<file path="config.mk">
export PLATFORM = sky130hd
export DESIGN_NAME = piece_rotator
export DESIGN_NICKNAME = d
export VERILOG_FILES = /design/src/rtl/piece_rotator.sv
export SDC_FILE = /design/constraint.sdc
export NUM_CORES = 1
export LEC_CHECK = 0
export CAP_MARGIN = 25
export CORE_MARGIN = 3
export CORE_UTILIZATION = 34
export DETAILED_ROUTE_END_ITERATION = 10
export PLACE_DENSITY = 0.6
export SETUP_SLACK_MARGIN = 0.15
export SLEW_MARGIN = 15
export SYNTH_ARGS = -nofsm -noshare
export SYNTH_HDL_FRONTEND = slang
export SYNTH_SLANG_ARGS = --single-unit
</file>
<file path="constraint.sdc">
create_clock -name clk -period 7.5 [get_ports clk]
set_clock_uncertainty 0.15 [all_clocks]
set_input_delay 1.125 -clock clk [delete_from_list [all_inputs] [get_ports clk]]
set_output_delay 1.125 -clock clk [all_outputs]
set_load 0.005 [all_outputs]
</file>
<file path="src/rtl/piece_rotator.sv">
// Piece rotator: rotates a four-cell piece about its pivot, then walks a short
// list of kick offsets, asking an external collision checker about each legal
// candidate until one is free or the list is exhausted.
module piece_rotator #(
  parameter int XSIZE   = 3,
  parameter int YSIZE   = 3,
  parameter int BOARD_W = 8,
  parameter int BOARD_H = 8,
  parameter int NKICK   = 4
) (
  input  logic                  clk,
  input  logic                  reset,
  input  logic                  req,
  output logic                  ready,
  input  logic                  dir,
  input  logic [3:0][XSIZE:0]   inX,
  input  logic [3:0][YSIZE:0]   inY,
  input  logic [3:0][XSIZE:0]   spinX,
  input  logic [3:0][YSIZE:0]   spinY,
  input  logic [1:0]            spinState,
  output logic                  chk_valid,
  output logic [3:0][XSIZE:0]   chk_x,
  output logic [3:0][YSIZE:0]   chk_y,
  input  logic                  chk_hit,
  output logic                  done,
  output logic                  fail,
  output logic [3:0][XSIZE:0]   outX,
  output logic [3:0][YSIZE:0]   outY,
  output logic [1:0]            newSpin,
  output logic [1:0]            kick_idx
);

  localparam int XW = XSIZE + 1;
  localparam int YW = YSIZE + 1;
  localparam logic [1:0] LAST_KICK = 2'(NKICK - 1);

  typedef enum logic [2:0] {IDLE, CALC, QUERY, WAIT, DONE} state_t;

  state_t r_state;
  state_t w_nextState;

  logic [3:0][XSIZE:0] r_inX;
  logic [3:0][YSIZE:0] r_inY;
  logic [3:0][XSIZE:0] r_spinX;
  logic [3:0][YSIZE:0] r_spinY;
  logic [1:0]          r_spin;
  logic                r_dir;
  logic [3:0][XSIZE:0] r_baseX;
  logic [3:0][YSIZE:0] r_baseY;
  logic [1:0]          r_kick;
  logic                r_success;
  logic                r_done;
  logic                r_fail;
  logic [3:0][XSIZE:0] r_outX;
  logic [3:0][YSIZE:0] r_outY;
  logic [1:0]          r_newSpin;
  logic [1:0]          r_kickIdx;

  logic [1:0]          w_rotSpin;
  logic [1:0]          w_resultSpin;
  logic [3:0][XSIZE:0] w_offX;
  logic [3:0][YSIZE:0] w_offY;
  logic [3:0][XSIZE:0] w_baseX;
  logic [3:0][YSIZE:0] w_baseY;
  logic [XSIZE:0]      w_kdx;
  logic [YSIZE:0]      w_kdy;
  logic [3:0][XSIZE:0] w_candX;
  logic [3:0][YSIZE:0] w_candY;
  logic                w_oob;
  logic                w_lastTry;
  logic                w_attemptFail;

  // Offsets are signed values, so moving one between the X and Y widths sign-extends or truncates.
  function automatic logic [XSIZE:0] toX(input logic [YSIZE:0] v);
    return XW'(signed'(v));
  endfunction

  function automatic logic [YSIZE:0] toY(input logic [XSIZE:0] v);
    return YW'(signed'(v));
  endfunction

  // A counter-clockwise turn undoes the clockwise turn out of the previous spin.
  assign w_rotSpin    = r_dir ? (r_spin - 2'd1) : r_spin;
  assign w_resultSpin = r_dir ? (r_spin - 2'd1) : (r_spin + 2'd1);
  assign w_lastTry    = (r_kick == LAST_KICK);

  assign ready    = (r_state == IDLE);
  assign done     = r_done;
  assign fail     = r_fail;
  assign outX     = r_outX;
  assign outY     = r_outY;
  assign newSpin  = r_newSpin;
  assign kick_idx = r_kickIdx;

  // Rotated offset of each cell for the pivot spin, added to or subtracted from the base position.
  always_comb begin
    w_offX  = '0;
    w_offY  = '0;
    w_baseX = '0;
    w_baseY = '0;
    for (int i = 0; i < 4; i++) begin
      case (w_rotSpin)
        2'd0: begin
          w_offX[i] = r_spinX[i];
          w_offY[i] = r_spinY[i];
        end
        2'd1: begin
          w_offX[i] = -toX(r_spinY[i]);
          w_offY[i] = toY(r_spinX[i]);
        end
        2'd2: begin
          w_offX[i] = -r_spinX[i];
          w_offY[i] = -r_spinY[i];
        end
        default: begin
          w_offX[i] = toX(r_spinY[i]);
          w_offY[i] = -toY(r_spinX[i]);
        end
      endcase
      if (r_dir) begin
        w_baseX[i] = r_inX[i] - w_offX[i];
        w_baseY[i] = r_inY[i] - w_offY[i];
      end else begin
        w_baseX[i] = r_inX[i] + w_offX[i];
        w_baseY[i] = r_inY[i] + w_offY[i];
      end
    end
  end

  // Current kick offset; horizontal kicks mirror for counter-clockwise turns, the drop kick does not.
  always_comb begin
    w_kdx = '0;
    w_kdy = '0;
    case (r_kick)
      2'd1:    w_kdx = r_dir ? '1 : XW'(1);
      2'd2:    w_kdx = r_dir ? XW'(1) : '1;
      2'd3:    w_kdy = '1;
      default: ;
    endcase
  end

  // Candidate cells for the current kick, and whether any of them leaves the board.
  always_comb begin
    w_candX = '0;
    w_candY = '0;
    w_oob   = 1'b0;
    for (int i = 0; i < 4; i++) begin
      w_candX[i] = r_baseX[i] + w_kdx;
      w_candY[i] = r_baseY[i] + w_kdy;
      if (w_candX[i][XSIZE] || w_candY[i][YSIZE] ||
          (int'(w_candX[i]) >= BOARD_W) || (int'(w_candY[i]) >= BOARD_H)) begin
        w_oob = 1'b1;
      end
    end
  end

  // State register; reset abandons any in-flight rotation.
  always_ff @(posedge clk) begin
    if (reset) begin
      r_state <= IDLE;
    end else begin
      r_state <= w_nextState;
    end
  end

  // Next-state logic and the collision query strobe; an illegal candidate never reaches the checker.
  always_comb begin
    w_nextState   = r_state;
    w_attemptFail = 1'b0;
    chk_valid     = 1'b0;
    chk_x         = '0;
    chk_y         = '0;
    case (r_state)
      IDLE: begin
        if (req) begin
          w_nextState = CALC;
        end
      end
      CALC: begin
        w_nextState = QUERY;
      end
      QUERY: begin
        if (w_oob) begin
          w_attemptFail = 1'b1;
        end else begin
          chk_valid   = 1'b1;
          chk_x       = w_candX;
          chk_y       = w_candY;
          w_nextState = WAIT;
        end
      end
      WAIT: begin
        if (chk_hit) begin
          w_attemptFail = 1'b1;
        end else begin
          w_nextState = DONE;
        end
      end
      DONE: begin
        w_nextState = IDLE;
      end
      default: begin
        w_nextState = IDLE;
      end
    endcase
    if (w_attemptFail) begin
      w_nextState = w_lastTry ? DONE : QUERY;
    end
  end

  // Datapath: capture the request, hold the base candidate, step kicks, and publish the result from DONE.
  always_ff @(posedge clk) begin
    if (reset) begin
      r_inX     <= '0;
      r_inY     <= '0;
      r_spinX   <= '0;
      r_spinY   <= '0;
      r_spin    <= '0;
      r_dir     <= 1'b0;
      r_baseX   <= '0;
      r_baseY   <= '0;
      r_kick    <= '0;
      r_success <= 1'b0;
      r_done    <= 1'b0;
      r_fail    <= 1'b0;
      r_outX    <= '0;
      r_outY    <= '0;
      r_newSpin <= '0;
      r_kickIdx <= '0;
    end else begin
      r_done <= 1'b0;
      case (r_state)
        IDLE: begin
          if (req) begin
            r_inX   <= inX;
            r_inY   <= inY;
            r_spinX <= spinX;
            r_spinY <= spinY;
            r_spin  <= spinState;
            r_dir   <= dir;
          end
        end
        CALC: begin
          r_baseX   <= w_baseX;
          r_baseY   <= w_baseY;
          r_kick    <= '0;
          r_success <= 1'b0;
        end
        WAIT: begin
          if (!chk_hit) begin
            r_success <= 1'b1;
          end
        end
        DONE: begin
          r_done    <= 1'b1;
          r_fail    <= !r_success;
          r_kickIdx <= r_kick;
          r_outX    <= r_success ? w_candX : r_inX;
          r_outY    <= r_success ? w_candY : r_inY;
          r_newSpin <= r_success ? w_resultSpin : r_spin;
        end
        default: ;
      endcase
      if (w_attemptFail && !w_lastTry) begin
        r_kick <= r_kick + 2'd1;
      end
    end
  end

endmodule

</file>
Word level (Yosys, flattened, before mapping) --
Index checks and enable logic that the tools add are counted.
Storage, ports and cells: bits in registers 143, output and inout bits 72, input bits 71
Operators by class: $add $sub $neg 35, muxes and demuxes 49, reduce and logical (&&, ||, !) cells 22, order comparisons 8, eq/ne operators 13
Operators by type and width (count):
- 2-to-1 mux 16 bit | 6
- one-hot mux 4 bit (3 select lines) | 8
- adder 4 bit | 16
- 2-to-1 mux 4 bit | 11
- greater-or-equal comparator 4 bit (second input constant) | 8
- negator 4 bit | 8
- subtractor 4 bit | 8
- 2-to-1 mux 3 bit | 5
- logical OR 1 bit | 12
- one-hot mux 3 bit (4 select lines) | 1
- 2-to-1 mux 1 bit | 10
- 2-to-1 mux 2 bit | 5
- one-hot mux 4 bit (2 select lines) | 1
- == test 2 bit (second input constant) | 3
- == test 3 x 2 -> 1 bit (second input constant) | 2
- inequality test 3 bit (second input constant) | 2
- adder 2 x 1 -> 2 bit (second input constant) | 2
- == test 2 x 1 -> 1 bit (second input constant) | 2
- one-hot mux 1 bit (2 select lines) | 2
- AND reduction 2 bit | 2
- nonzero test 2 bit | 2
- == test 3 x 1 -> 1 bit (second input constant) | 1
- == test 3 bit (second input constant) | 1
- logical NOT 3 bit | 1
- other kinds (7) | 8

Logic depth before layout (Yosys ltp) --
Gate-level depths: netlist of the first run.
word-level depth 14, gate-level depth with buffers 16, depth with buffers taken out 15

Worst setup path after synthesis of the first run --
Ideal clock, no wire load.
path kind register -> output, start reg r_kick[0], end out chk_x[0] (netlist name), arrival 2.928 ns, setup slack 3.297 ns, data required time 6.225 ns, path buffers 1, cell stages (with the launch flop) 11, cell sequence dfxtp_1 > ha_1 > ha_1 > a21o_1 > a21oi_2 > xnor2_1 > or4_4 > a211oi_4 > nand4_4 > buf_2 > nor2_1
RTL lines:
- start, declared | RTL line 50 | logic [1:0] r_kick;
- start signal, assigned | RTL line 265 | r_kick <= r_kick + 2'd1;
- end, declared | RTL line 22 | output logic [3:0][XSIZE:0] chk_x,

==> out/results.ini, run 1 <==
[clocking]
root_buffer=clkbuf_16
cts.clk_slew.worst_paths_ns=0.07
cts_sinks=143
postCtsSetupRepairBufs=0
insertion_delay_ns=0.43
h-tree-depth=4
cts_resized=0
numCtsBuffers=17
hold_buffers=0
clockBufferDepth=2
cts_tree=built

[outcome]
status=finished, final reports clean

[final_layout]
area_delta_synth_final_pct=21.81
finish.utilization_pct=42.61
layout-drive-gt1-share_pct=4.962
antenna_cells=0
mostFrequentLayoutCell=nand2_1
final_nets=1445
final_cell_mix=nand2_1 (189), dfxtp_1 (142), clkdlybuf4s50_1 (133), nor2_1 (120), a21oi_1 (108)

[drt]
route.detailed.drc=0
wl_per_cell_um=16.25
drt_iter0_markers=624
firstDrtPassIters=5
routed_wl_um=27330
via_count=8661
ant_nets=0
viasPerCell=5.149

[floorplan]
start_util_pct=34.98
pin_count=143
fp.dieH_um=173.7
die_area_um2=30160
coreArea_um2=27330
fp.dieW_um=173.7
rows=60

[timing]
slew_headroom_pct=33.48
fin_ws_ns=1.545
finalHoldViolCount=0
fmax_mhz=167.9
rsz0062_at_grt=false
fin_crit_sh_pct=79.41
drv_slew=0
tightest_slew_ns=0.9979
fin_crit_ns=5.955
setup_viol=0
fin_setup_tns_ns=0

[yosys]
ys_seq_area_share_pct=29.95
yosysTopAreaCell=dfxtp_1
synth.avg_cell_area_um2=7.796
synth_cells=1226
synthFlopType=dfxtp_1
syn_area_um2=9558
async_flop_share_pct=0
synth_seq_cells=143
synth_warnings=0
synth_top_area_share_pct=29.95
synth_area_leaders=dfxtp_1 (30%), ha_1 (8.5%), nand2_1 (7.5%)
synth_edf_count=0
ys_types=57

[worst_setup_path]
path_class=flip-flop to output port
arrival_ns=4.68
ff2ff_setup_slack_ns=2.67
worstReg2RegEnd=r_baseX[3]$_SDFFE_PP0P_
cp_top_family=adder cells
path_buf_inv=1
worst_path_largest_cell_delay_ns=0.86
r2r_start=r_spin[0]$_SDFFE_PP0P_
crit_path_start_kind=flip-flop
cp_common_cell=ha_1
cp_slowest_cell=ha_1
end_kind=output port
cp.depth=10
cp.required_ns=6.22
path_max_fanout=25
worst-r2r-cell-count=14
path_cells=ha_1 > ha_1 > a21o_1 > a21oi_2 > xnor2_1 > or4_4 > a211oi_4 > nand4_4 > nor2_1 > clkdlybuf4s50_1

[grt]
grt_usage_pct=17.73
antenna_found_initial=0
grt_max_degree=80
overflow=0
grt_pass1_vias=7974
grt_pass1_wl_um=43530

[hold_path]
hold_start=outY[1]$_SDFFE_PP0P_
min_delay_path_depth=2
holdPathEnd=outY[1]$_SDFFE_PP0P_
hold_path.class=flip-flop to flip-flop

[placed_design]
hpwl_um=19970
gp_congestion=0.8404
port_buffers=134
place_ws_ns=1.959

[run]
maxCapViolations=0

[power]
power_mw=4.131
p_per_area_nw_per_um2=354.8
ir_worst_vdd_v=0.0001766
power_leakage_nw=4.178

## cell type report
| class | instances | area (um^2) |
|---|---|---|
| fillers | 2813 | 15680 |
| multi-input cells | 917 | 6017 |
| flip-flops and latches | 143 | 2864 |
| repair buffers | 145 | 1421 |
| well taps | 372 | 465.4 |
| clock buffers | 17 | 425.4 |
| inverters | 73 | 274.0 |
| clock inverters | 15 | 175.2 |
## registers in the layout (all words and copies together) (netlist names)
| register | flops |
|---|---|
| fail | 1 |
| r_spin | 2 |
| r_spinX | 16 |
| r_baseX | 16 |
| r_dir | 1 |
| r_inX | 16 |
| outY | 16 |
| r_state | 3 |
| r_kick | 2 |
| done | 1 |
| newSpin | 2 |
| kick_idx | 2 |
| r_success | 1 |
| outX | 16 |
| r_spinY | 16 |
| r_inY | 16 |
| r_baseY | 16 |
## cells in the mapped netlist, drive strengths merged (2+ instances only)
master / number
a211oi: 53
clkbuf: 69
nand2: 190
fa: 12
o22ai: 24
and2: 3
nor2: 121
xnor2: 64
nand3: 3
nor3: 17
xor2: 20
a22o: 6
nand3b: 7
a21o: 14
o211ai: 13
o221ai: 35
nor2b: 6
nand2b: 23
or4: 3
dfxtp: 143
a21oi: 111
or2: 4
nor4: 2
a32oi: 3
nor3b: 2
o31ai: 10
a211o: 5
mux2i: 34
inv: 73
buf: 31
o21ai: 29
a31oi: 11
mux2: 7
nand4: 3
ha: 65
## stage by stage
step           area [um^2]  hold WS (ns)  std cells
4_1_cts              11640        0.3072       1682
3_5_place_dp         11040        0.2996       1650
2_1_floorplan         9584        0.2983       1233
6_report             11640        0.3046       1682
5_1_grt              11640        0.3231       1682
3_3_place_gp         11040        0.2954       1650
## where the power goes
group	internal, mW	switching (mW)
Combinational	0.957	1.15
Clock	0.478	0.399
Sequential	0.922	0.223
Total	2.36	1.77
## layer usage
layer | global-route usage, % | part of all wire [%]
met2 | 27.47 | 43
met1 | 26.10 | 51
met4 | 3.050 | 0.90
met3 | 3.154 | 5.2
met5 | 0 | 0
## tightest hold or removal path, cell delays in order, from the launching register on
cell and delay (ns):
dfxtp_1 0.31, nand2_1 0.05, a21oi_1 0.05
## cell families (layout without fill, tap and decap cells)
| group | Yosys count | in the layout | synth area share (%) |
|---|---|---|---|
| buffers and inverters | 173 | 250 | 7.462 |
| other | 1 | 8 | 0.03923 |
| muxes | 41 | 41 | 4.464 |
| and+or+nand+nor | 387 | 387 | 17.35 |
| AOI/OAI and AO/OA | 320 | 320 | 22.02 |
| xor gates and xnor gates | 84 | 84 | 7.697 |
| adders and majority gates | 77 | 77 | 11.02 |
| DFF | 143 | 143 | 29.95 |
## how the worst max path moves through the flow
stage | from | to | slack [ns]
floorplan | r_kick[0]$_SDFFE_PP0P_ | chk_x[0] | 3.30
global placement | r_kick[0]$_SDFFE_PP0P_ | chk_x[4] | 2.13
detailed placement | r_kick[0]$_SDFFE_PP0P_ | chk_x[6] | 1.96
CTS | r_kick[0]$_SDFFE_PP0P_ | chk_x[6] | 1.48
global route | r_kick[0]$_SDFFE_PP0P_ | chk_x[8] | 1.19
finish | r_kick[0]$_SDFFE_PP0P_ | chk_x[6] | 1.54
No activity file was read; power rests on OpenSTA's default activity.
==> inputs of run 2 (changes only) <==
==> constraint.sdc (replaced) <==
create_clock -name clk -period 6.2 [get_ports clk]
set_clock_uncertainty 0.15 [all_clocks]
set_input_delay 0.93 -clock clk [delete_from_list [all_inputs] [get_ports clk]]
set_output_delay 0.93 -clock clk [all_outputs]
set_load 0.005 [all_outputs]
==> run 2 against run 1 <==
  * Critical path depth unchanged
  * Sequential power is 21% higher
  * Register-to-register slack worse by 0.77 ns
  * Final area increased by 0.33%
  * Wire length down 0.50%
  * Non-clock buffer count is 2 higher
  * Sequential share of layout area is 0.082 points lower
  * Combinational power rose by 21%
==> out/results.ini, run 2 (same netlist as run 1, synthesis figures left out) <==
[outcome]
status=finished, final reports clean

[drt]
routed_wl_um=27190
wl_per_cell_um=16.15
viasPerCell=5.150
via_count=8673
ant_nets=0
route.detailed.drc=0
firstDrtPassIters=5
drt_iter0_markers=547

[run]
maxCapViolations=0

[worst_setup_path]
cp.required_ns=5.12
cp_slowest_cell=or4_4
path_class=flip-flop to output port
end_kind=output port
path_cells=ha_2 > ha_1 > a21o_1 > a21oi_2 > xnor2_1 > or4_4 > a211oi_4 > nand4_4 > nor2_1 > clkdlybuf4s50_1
path_max_fanout=25
arrival_ns=4.35
worst_path_largest_cell_delay_ns=0.57
crit_path_start_kind=flip-flop
ff2ff_setup_slack_ns=1.90

[power]
p_per_area_nw_per_um2=426.4
ir_worst_vdd_v=0.0001664
power_leakage_nw=4.193

[clocking]
insertion_delay_ns=0.44
clockBufferDepth=2
cts_tree=built
root_buffer=clkbuf_16
cts.clk_slew.worst_paths_ns=0.07
hold_buffers=0
h-tree-depth=4
numCtsBuffers=17
postCtsSetupRepairBufs=0
cts_sinks=143

[timing]
setup_viol=0
drv_slew=0
fin_setup_tns_ns=0
fmax_mhz=184.3
fin_ws_ns=0.7734
tightest_slew_ns=0.9128
slew_headroom_pct=39.15
finalHoldViolCount=0
fin_crit_sh_pct=87.53
rsz0062_at_grt=false
fin_crit_ns=5.427

[final_layout]
layout-drive-gt1-share_pct=5.183
area_delta_synth_final_pct=22.21
final_cell_mix=nand2_1 (189), dfxtp_1 (142), clkdlybuf4s50_1 (133), nor2_1 (120), a21oi_1 (108)
mostFrequentLayoutCell=nand2_1
antenna_cells=0
final_nets=1447
filler_cell_count=2829

[floorplan]
fp.dieW_um=173.7
coreArea_um2=27330
die_area_um2=30160
rows=60
start_util_pct=34.98
fp.dieH_um=173.7
pin_count=143

[grt]
grt_use_met2_pct=27.47
grt_pass1_vias=7962
grt_use_met1_pct=25.68
grt_pass1_wl_um=43350
grt_max_degree=99
grt_usage_pct=17.70
antenna_found_initial=0
overflow=0
met3_usage_pct=3.263
grt_busiest_layer=met2

[placed_design]
place_ws_ns=0.8887
hpwl_um=19940
gp_congestion=0.8022
port_buffers=134

[hold_path]
hold_path.class=flip-flop to flip-flop

-- run 2: per-layer routing --
metal  part of all wire, %  up-vias
met4                   1.0        0
met1                    51     4051
met3                   4.9       17
met5                     0        -
met2                    43      226
li1                      -     4379
-- run 2: per-stage QoR --
| stage | power (mW) | utilization (%) | area, um^2 | hold WS, ns | cells |
|---|---|---|---|---|---|
| after floorplan | 3.293 | - | 9584 | 0.2983 | 1233 |
| after global placement | 3.899 | 40.44 | 11050 | 0.2973 | 1651 |
| after CTS | 5.021 | 42.66 | 11660 | 0.3059 | 1683 |
| after global routing | 5.394 | 42.75 | 11680 | 0.3349 | 1684 |
| after detailed placement | 3.949 | 40.44 | 11050 | 0.2982 | 1651 |
| final | 4.981 | 42.75 | 11680 | 0.3032 | 1684 |
-- run 2: layout make-up --
| cell class | instances | area (um^2) | share of cell area (%) |
|---|---|---|---|
| Clock buffer | 17 | 425.4 | 3.642 |
| Clock inverter | 15 | 183.9 | 1.575 |
| Inverter | 73 | 274.0 | 2.346 |
| Timing Repair Buffer | 147 | 1449 | 12.40 |
| Multi-Input combinational cell | 917 | 6020 | 51.53 |
| Tap cell | 372 | 465.4 | 3.985 |
| Sequential cell | 143 | 2864 | 24.52 |
-- run 2: path summary, 6_finish.rpt --
check | depth (start not counted) | start | end
hold reg to reg | 2 | outY[1]$_SDFFE_PP0P_ | outY[1]$_SDFFE_PP0P_
hold / removal | 2 | outY[1]$_SDFFE_PP0P_ | outY[1]$_SDFFE_PP0P_
setup / recovery | 10 | r_kick[0]$_SDFFE_PP0P_ | chk_x[10]
setup reg to reg | 14 | r_spin[0]$_SDFFE_PP0P_ | r_baseX[15]$_SDFFE_PP0P_
-- run 2: what timing repair did --
| item | in CTS | in global routing |
|---|---|---|
| endpoints found under the setup margin | 0 | 9 |
| endpoints found under the hold margin | 0 | 0 |
| resized for setup | 0 | 1 |
-- run 2: worst max-delay path, delay by kind of cell (launching register included) --
kind	cells	cell delay, ns
buffers and inverters	1	0.53
AND/OR/NAND/NOR	3	1.19
adder cells (fa/ha/maj)	2	0.88
flip-flops	1	0.43
XOR/XNOR	1	0.13
AO/OA/AOI/OAI	3	0.73
-- run 2: report_power, final --
part           switching, mW  internal, mW
registers              0.274          1.12
logic                   1.38          1.16
clock network          0.499         0.548
total                   2.15          2.83
